### config.mk
export PLATFORM = sky130hd
export DESIGN_NAME = wait_buffer_issue
export DESIGN_NICKNAME = d
export VERILOG_FILES = /design/src/rtl/wait_buffer_issue_pkg.sv /design/src/rtl/age_matrix_arbiter.sv /design/src/rtl/wait_buffer_issue.sv
export SDC_FILE = /design/constraint.sdc
export NUM_CORES = 1
export LEC_CHECK = 0
export ABC_AREA = 1
export ABC_CLOCK_PERIOD_IN_PS = 3800
export CAP_MARGIN = 20
export CORE_AREA = 2 2 187 189
export CTS_BUF_LIST = sky130_fd_sc_hd__clkbuf_4
export CTS_CLUSTER_SIZE = 20
export DETAILED_ROUTE_END_ITERATION = 10
export DIE_AREA = 0 0 189 191
export GPL_ROUTABILITY_DRIVEN = 0
export GPL_TIMING_DRIVEN = 0
export HOLD_SLACK_MARGIN = 0.12
export MAX_ROUTING_LAYER = met4
export PLACE_DENSITY = 0.55
export SLEW_MARGIN = 15
export SYNTH_ARGS = -nofsm -noshare
export SYNTH_HDL_FRONTEND = slang
export SYNTH_HIERARCHICAL = 1
export SYNTH_SLANG_ARGS = --single-unit
### constraint.sdc
create_clock -name clk_i -period 3.8 [get_ports clk_i]
set_clock_uncertainty 0.05 [all_clocks]
set_input_delay 0.76 -clock clk_i [delete_from_list [all_inputs] [get_ports clk_i]]
set_output_delay 0.76 -clock clk_i [all_outputs]
set_load 0.02 [all_outputs]
### src/rtl/wait_buffer_issue_pkg.sv
// Shared dispatcher types: the wait-buffer entry and its tag/register index fields.
// Both the wait buffer and its issue stage use these types.
package wait_buffer_issue_pkg;

  localparam int NUM_TAGS          = 8;
  localparam int TAG_WIDTH         = $clog2(NUM_TAGS);
  localparam int PC_WIDTH          = 32;
  localparam int WARP_WIDTH        = 32;
  localparam int REG_IDX_WIDTH     = 6;
  localparam int OPERANDS_PER_INST = 2;

  typedef logic [TAG_WIDTH-1:0]     tag_t;
  typedef logic [REG_IDX_WIDTH-1:0] reg_idx_t;

  typedef struct packed {
    logic [PC_WIDTH-1:0]                pc;
    logic [WARP_WIDTH-1:0]              act_mask;
    tag_t                               tag;
    reg_idx_t                           dst_reg;
    logic [OPERANDS_PER_INST-1:0]       operands_ready;
    tag_t     [OPERANDS_PER_INST-1:0]   operand_tags;
    reg_idx_t [OPERANDS_PER_INST-1:0]   operands;
  } entry_t;

endpackage

### src/rtl/age_matrix_arbiter.sv
// Oldest-first arbiter: an NxN older-than matrix updated on insert, one-hot grant.
module age_matrix_arbiter #(
  parameter int N = 4
) (
  input  logic         clk_i,
  input  logic         rst_ni,
  input  logic [N-1:0] insert_i,
  input  logic [N-1:0] req_i,
  output logic [N-1:0] grant_o
);

  // older_q[i][j] set means entry i was inserted before entry j
  logic [N-1:0][N-1:0] older_q;
  logic [N-1:0]        blocked;
  logic [N-1:0]        cand;
  logic                found;

  always_ff @(posedge clk_i) begin
    if (!rst_ni) begin
      older_q <= '0;
    end else begin
      for (int i = 0; i < N; i++) begin
        for (int j = 0; j < N; j++) begin
          if (insert_i[i])      older_q[i][j] <= 1'b0;
          else if (insert_i[j]) older_q[i][j] <= 1'b1;
        end
      end
    end
  end

  // Lowest-index fallback keeps the grant one-hot even for never-ordered entries
  always_comb begin
    blocked = '0;
    cand    = '0;
    grant_o = '0;
    found   = 1'b0;
    for (int i = 0; i < N; i++) begin
      for (int j = 0; j < N; j++) begin
        if (req_i[j] && older_q[j][i]) blocked[i] = 1'b1;
      end
      cand[i] = req_i[i] && !blocked[i];
    end
    for (int i = 0; i < N; i++) begin
      if (cand[i] && !found) begin
        grant_o[i] = 1'b1;
        found      = 1'b1;
      end
    end
  end

endmodule

### src/rtl/wait_buffer_issue.sv
// Issue stage of the wait buffer: tracks operand wakeups, picks the oldest ready
// entry and hands it to the operand collector through a one-deep output register.
module wait_buffer_issue
  import wait_buffer_issue_pkg::*;
#(
  parameter int NumTags               = 8,
  parameter int PcWidth               = 32,
  parameter int WarpWidth             = 32,
  parameter int WaitBufferSizePerWarp = 4,
  parameter int RegIdxWidth           = 6,
  parameter int OperandsPerInst       = 2
) (
  input  logic                                         clk_i,
  input  logic                                         rst_ni,
  input  logic   [WaitBufferSizePerWarp-1:0]           wb_valid_i,
  input  entry_t [WaitBufferSizePerWarp-1:0]           wb_entries_i,
  input  logic   [WaitBufferSizePerWarp-1:0]           wb_insert_i,
  input  logic                                         eu_valid_i,
  input  logic   [$clog2(NumTags)-1:0]                 eu_tag_i,
  output logic   [WaitBufferSizePerWarp-1:0]           wb_release_o,
  output logic                                         credit_give_o,
  output logic                                         opc_valid_o,
  input  logic                                         opc_ready_i,
  output logic   [PcWidth-1:0]                         opc_pc_o,
  output logic   [WarpWidth-1:0]                       opc_act_mask_o,
  output logic   [$clog2(NumTags)-1:0]                 opc_tag_o,
  output logic   [RegIdxWidth-1:0]                     opc_dst_reg_o,
  output logic   [OperandsPerInst-1:0][RegIdxWidth-1:0] opc_operands_o
);

  localparam int N = WaitBufferSizePerWarp;
  localparam int M = OperandsPerInst;

  logic [N-1:0][M-1:0] woken_q;
  logic [N-1:0][M-1:0] woken_d;
  logic [N-1:0][M-1:0] wb_hit;
  logic [N-1:0]        eligible;
  logic [N-1:0]        grant;
  logic                load;
  logic                valid_q;
  entry_t              sel_entry;
  entry_t              payload_q;

  always_comb begin
    wb_hit = '0;
    for (int i = 0; i < N; i++) begin
      for (int k = 0; k < M; k++) begin
        wb_hit[i][k] = eu_valid_i && (eu_tag_i == wb_entries_i[i].operand_tags[k]);
      end
    end
  end

  // A fresh insert starts from the writeback seen in its own cycle only
  always_comb begin
    woken_d = woken_q;
    for (int i = 0; i < N; i++) begin
      if (wb_insert_i[i])       woken_d[i] = wb_hit[i];
      else if (wb_release_o[i]) woken_d[i] = '0;
      else if (wb_valid_i[i])   woken_d[i] = woken_q[i] | wb_hit[i];
    end
  end

  always_ff @(posedge clk_i) begin
    if (!rst_ni) woken_q <= '0;
    else         woken_q <= woken_d;
  end

  always_comb begin
    eligible = '0;
    for (int i = 0; i < N; i++) begin
      eligible[i] = wb_valid_i[i] && (&(wb_entries_i[i].operands_ready | woken_q[i]));
    end
  end

  age_matrix_arbiter #(
    .N (N)
  ) u_age_arb (
    .clk_i    (clk_i),
    .rst_ni   (rst_ni),
    .insert_i (wb_insert_i),
    .req_i    (eligible),
    .grant_o  (grant)
  );

  assign load          = rst_ni && (|eligible) && (!valid_q || opc_ready_i);
  assign wb_release_o  = load ? grant : '0;
  assign credit_give_o = load;

  always_comb begin
    sel_entry = '0;
    for (int i = 0; i < N; i++) begin
      if (grant[i]) sel_entry = wb_entries_i[i];
    end
  end

  always_ff @(posedge clk_i) begin
    if (!rst_ni) begin
      valid_q   <= 1'b0;
      payload_q <= '0;
    end else if (load) begin
      valid_q   <= 1'b1;
      payload_q <= sel_entry;
    end else if (opc_ready_i) begin
      valid_q   <= 1'b0;
    end
  end

  assign opc_valid_o    = valid_q;
  assign opc_pc_o       = payload_q.pc;
  assign opc_act_mask_o = payload_q.act_mask;
  assign opc_tag_o      = payload_q.tag;
  assign opc_dst_reg_o  = payload_q.dst_reg;
  assign opc_operands_o = payload_q.operands;

  a_no_insert_on_valid: assert property (@(posedge clk_i) disable iff (!rst_ni)
    (wb_insert_i & wb_valid_i) == '0)
    else $error("wait_buffer_issue: insert on an already valid entry");

  a_single_insert: assert property (@(posedge clk_i) disable iff (!rst_ni)
    $onehot0(wb_insert_i))
    else $error("wait_buffer_issue: more than one insert in a cycle");

endmodule

Word level (Yosys, flattened, before mapping)
Cells that the tools add are included.
{"block": "op_classes", "n_eq_ne": 8, "n_mux": 37, "bitwise_logic": 9, "reduce_logical": 56}
{"operator": "$mux 93", "n": 4}
{"operator": "$logic_and 1x1->1", "n": 33}
{"operator": "$eq 3x3->1", "n": 8}
{"operator": "$mux 2", "n": 12}
{"operator": "$mux 1", "n": 20}
{"operator": "$or 2x2->2", "n": 8}
{"operator": "$reduce_bool 3->1", "n": 4}
{"operator": "$logic_not 1->1", "n": 8}
{"operator": "$reduce_and 2->1", "n": 4}
{"operator": "$reduce_or 2->1", "n": 4}
{"operator": "$mux 4", "n": 1}
{"operator": "$reduce_or 4->1", "n": 1}
{"operator": "$reduce_bool 2->1", "n": 1}
{"operator": "$logic_or 1x1->1", "n": 1}
{"operator": "$not 1->1", "n": 1}
{"block": "totals", "register_bits": 106, "input_bits": 387, "out_inout_bits": 91, "elab_cells": 133}

Logic depth before layout (Yosys ltp)
{"block": "logic_depth", "word_depth": 22, "mapped_depth": 20, "depth_no_buf": 17}

Cells and area by module
The synthesis kept the hierarchy.
{"mod": "wait_buffer_issue", "instances": 1, "cells_each": 1083, "area_per_inst_um2": 6367.4, "seq_area_each_um2": 1881.8}
{"mod": "age_matrix_arbiter", "instances": 1, "cells_each": 77, "area_per_inst_um2": 488.0, "seq_area_each_um2": 240.2}

Worst setup path before layout
No wires, ideal clock.
{"block": "synth_path", "path_kind": "in2out", "from": "input port wb_entries_i[112] (netlist name)", "to": "output port wb_release_o[1]", "arrival_ps": 2068, "t_required_ps": 2990, "setup_slack_ps": 922, "cell_stages": 14, "n_path_buf": 2, "cell_sequence": "inv_1 nand2_1 nand3_1 inv_1 nand2_1 nand2_1 inv_1 nand2_1 inv_1 nor2_1 buf_6 clkbuf_1 nand3_1 inv_1"}
{"block": "synth_between", "elab_chain_len": 14, "word_cells_on_any_way": 18, "classes_between": "mux: 6; bitwise: 1; reduce/logical: 11"}
{"element": "start, declared", "line_no": "wait_buffer_issue.sv:16", "source": "input entry_t [WaitBufferSizePerWarp-1:0] wb_entries_i,"}
{"element": "$or 2x2->2", "line_no": "wait_buffer_issue.sv:71", "source": "eligible[i] = wb_valid_i[i] && (&(wb_entries_i[i].operands_ready | woken_q[i]));"}
{"element": "$reduce_and 2->1", "line_no": "wait_buffer_issue.sv:71"}
{"element": "$logic_and 1x1->1", "line_no": "wait_buffer_issue.sv:71"}
{"element": "net eligible[1]", "line_no": "wait_buffer_issue.sv:37", "source": "logic [N-1:0] eligible;"}
{"element": "$logic_and 1x1->1", "line_no": "age_matrix_arbiter.sv:39", "source": "if (req_i[j] && older_q[j][i]) blocked[i] = 1'b1;"}
{"element": "$mux 1 (3 in a row)", "line_no": "age_matrix_arbiter.sv:39"}
{"element": "$logic_not 1->1", "line_no": "age_matrix_arbiter.sv:41", "source": "cand[i] = req_i[i] && !blocked[i];"}
{"element": "$logic_and 1x1->1", "line_no": "age_matrix_arbiter.sv:41"}
{"element": "$mux 1"}
{"element": "net grant[0]", "line_no": "wait_buffer_issue.sv:38", "source": "logic [N-1:0] grant;"}
{"element": "$logic_not 1->1", "line_no": "age_matrix_arbiter.sv:44", "source": "if (cand[i] && !found) begin"}
{"element": "$logic_and 1x1->1", "line_no": "age_matrix_arbiter.sv:44"}
{"element": "$mux 1", "line_no": "age_matrix_arbiter.sv:44"}
{"element": "net grant[1]", "line_no": "wait_buffer_issue.sv:38"}
{"element": "$mux 4", "line_no": "wait_buffer_issue.sv:86", "source": "assign wb_release_o = load ? grant : '0;"}
{"element": "end, declared", "line_no": "wait_buffer_issue.sv:20", "source": "output logic [WaitBufferSizePerWarp-1:0] wb_release_o,"}
The timed path passes the listed nets, and every way through them passes these cells.

Final worst setup path
{"block": "layout_path", "from": "input port wb_entries_i[19] (netlist name)", "to": "output port wb_release_o[3]"}
{"block": "layout_between", "elab_chain_len": 18, "word_cells_on_any_way": 36, "classes_between": "mux: 14; bitwise: 1; reduce/logical: 21"}
{"element": "$or 2x2->2 *", "line_no": "wait_buffer_issue.sv:71"}
{"element": "$reduce_and 2->1 *", "line_no": "wait_buffer_issue.sv:71"}
{"element": "$logic_and 1x1->1 *", "line_no": "wait_buffer_issue.sv:71"}
{"element": "net eligible[0]", "line_no": "wait_buffer_issue.sv:37"}
{"element": "$logic_and 1x1->1", "line_no": "age_matrix_arbiter.sv:39"}
{"element": "$mux 1 (3 in a row)", "line_no": "age_matrix_arbiter.sv:39"}
{"element": "$logic_not 1->1", "line_no": "age_matrix_arbiter.sv:41"}
{"element": "$logic_and 1x1->1", "line_no": "age_matrix_arbiter.sv:41"}
{"element": "[2 not listed]"}
{"element": "$logic_not 1->1", "line_no": "age_matrix_arbiter.sv:44"}
{"element": "$logic_and 1x1->1", "line_no": "age_matrix_arbiter.sv:44"}
{"element": "$mux 1", "line_no": "age_matrix_arbiter.sv:44"}
{"element": "$logic_not 1->1", "line_no": "age_matrix_arbiter.sv:44"}
{"element": "$logic_and 1x1->1 *", "line_no": "age_matrix_arbiter.sv:44"}
{"element": "$mux 1 *", "line_no": "age_matrix_arbiter.sv:44"}
{"element": "net grant[3]", "line_no": "wait_buffer_issue.sv:38"}
{"element": "$mux 4 *", "line_no": "wait_buffer_issue.sv:86"}
The timed path passes the listed nets; every way through them passes the cells marked *.

==> flow_summary.json <==
{
  "grt_pass1_wl_mm": 53.4,
  "clockRootBuffer": "clkbuf_4",
  "wl_per_cell_um": 17.8,
  "areaGrowthSynthToFinish_pct": 79.9,
  "slew_violations": 0,
  "vdd_ir_drop_max_mv": 0.154,
  "start_util": 0.201,
  "setup_viol": 0,
  "fin_crit_sh": 0.950,
  "clockBufferDepth": 2,
  "final_common_cell": "nand2_1",
  "port_buffers": 473,
  "crit_slowest_cell": "clkdlybuf4s50_1",
  "cts_buffers": 9,
  "cp.arrival_ps": 2800,
  "drt-total-wl_mm": 37.5,
  "post-place-cells": 2088,
  "syn_avg_cell_area_sq_um": 5.91,
  "grt_use_total": 0.203,
  "cpMostUsedCell": "nand2_1",
  "yosysUniqueCellTypes": 20,
  "slew_headroom": 0.396,
  "place_area_sq_um": 12200,
  "endpoint_kind": "output port",
  "layout_common_cells": "482 x nand2_1, 468 x clkdlybuf4s50_1, 124 x o21ai_0",
  "insertion_delay_ps": 490,
  "dieArea_sq_um": 36100,
  "rsz0062_at_grt": "false",
  "synth_seq_cells": 106,
  "worstMarginPinSlew_ps": 905,
  "min_period_ps": 3610,
  "dr_total_vias": 9287,
  "grt_pass1_vias": 9029,
  "layout.nets": 2032,
  "cts_hold_buf": 0,
  "yosysWarnings": 6,
  "maxCapViolCount": 0,
  "cts.htree.levels": 3,
  "cp_slowest_stage_delay_ps": 450,
  "syn-num-nets": 1547,
  "multi_input_area_sq_um": 4060,
  "worstHoldPathType": "reg -> reg",
  "clkSinkCount": 106,
  "path_cells": "clkdlybuf4s50_1, inv_1, nand2_1, nand3_1, inv_1, nand2_1, nand2_1, inv_1, nand2_1, nand2_1, nor2_1, buf_6, buf_8, nand3_1, inv_1, clkdlybuf4s15_2",
  "drive_gt1_frac": 0.0503,
  "fin_cells": 2108,
  "final-seq-area_sq_um": 2120,
  "p_leak_uw": 0.00530,
  "drtIter0Drc": 505,
  "clk_pin_slew_ps": 180,
  "synth_area_leader_cell": "dfxtp_1",
  "dieHeight_um": 191,
  "cp_max_fo": 10,
  "synth_area_leaders": "dfxtp_1 31%, nand2_1 26%, o21ai_0 9.1%",
  "fillers": 3752,
  "drc_errors": 0,
  "first_pass_iters": 5,
  "place_hpwl_mm": 30.2,
  "antenna_found_initial": 5,
  "final_area_sq_um": 12300,
  "coreArea_sq_um": 34100,
  "ant_nets": 0,
  "fmax_ghz": 0.277,
  "worstSetupPathType": "in -> out",
  "startpoint_type": "input pin",
  "yosysSeqAreaShare": 0.310,
  "grt_max_degree": 20,
  "ios": 478,
  "rows": 68,
  "overflow": 0,
  "hold_violations": 0,
  "crit_required_ps": 2990,
  "synthCells": 1160,
  "synth_top_area_share": 0.310,
  "die_x_um": 189,
  "cts_tree": "done",
  "syn_area_sq_um": 6860,
  "run_status": "finished, final reports clean",
  "p_per_area_nw_per_um2": 249,
  "vias_per_cell": 4.41
}
## final timing paths
path / startpoint / to / slack [ps] / cells past startpoint
worst max register to register: woken_q[4] / opc_act_mask_o[18] / 700 / 19
worst min-delay path: opc_pc_o[31] / opc_pc_o[31] / 420 / 2
worst max-delay path: wb_entries_i[19] / wb_release_o[3] / 190 / 16
worst min register to register: opc_pc_o[31] / opc_pc_o[31] / 420 / 2
## worst max-delay path: cells and delay by family
kind | cells | cell delay, ps
buffers and inverters | 8 | 1320
and+or+nand+nor | 8 | 720
## cell usage after synthesis, drive strengths merged
library cell	instances
inv	50
dfxtp	106
xnor2	24
a21oi	98
nor2	30
nand3	93
clkbuf	41
o21ai	178
nand2	484
buf	48
nand4	8
## cell type report
class,instances,area share
inverters,50,0.0152
flip-flops and latches,106,0.172
diodes,3,0.000609
multi-input cells,915,0.329
plain buffers,87,0.0404
clock inverters,7,0.00487
well taps,455,0.0462
repair buffers,476,0.386
clock buffers,9,0.00548
## registers in the layout, summed over array words and instances, names as in the netlist
signal / flops
opc_tag_o: 3
opc_dst_reg_o: 6
opc_act_mask_o: 32
opc_operands_o: 12
woken_q: 8
u_age_arb/older_q: 12
opc_valid_o: 1
opc_pc_o: 32
## repair_timing
| item | 4_1_cts | 5_1_grt |
|---|---|---|
| gates resized for setup | 11 | 7 |
| setup endpoints to repair | 4 | 4 |
| buffers inserted | 1 | 2 |
## per-layer routing
layer | part of all wire | vias up | track usage
met5 | 0 | - | -
met4 | 0.024 | 0 | 0.0595
met3 | 0.067 | 40 | 0.0384
met2 | 0.48 | 367 | 0.349
met1 | 0.43 | 4157 | 0.241
li1 | - | 4723 | -
## cells by family after synthesis
| family | Yosys count | synth area share |
|---|---|---|
| buf+inv | 139 | 0.0978 |
| compound gates | 276 | 0.202 |
| simple gates | 615 | 0.360 |
| flops | 106 | 0.310 |
| xor+xnor | 24 | 0.0307 |
## where the power goes
group          leakage, uW  internal, uW  switching, uW  total [uW]
Sequential        0.000864          1190           41.1        1230
Clock            0.0000684           148            446         594
Combinational      0.00436           647            593        1240
Total              0.00530          1990           1080        3070
## per-stage QoR
stage	worst slack (ps)	total power [uW]	setup TNS [ps]	util	hold slack (ps)
finish	189	3070	0	0.361	424
global route	8.61	3260	0	0.361	443
CTS	30.9	3120	0	0.361	428
detailed placement	-786	2500	-4250	0.356	405
global placement	-766	2490	-3570	0.356	401
floorplan	922	1750	0	-	398
Note: power is estimated with default switching activity, not from simulation.
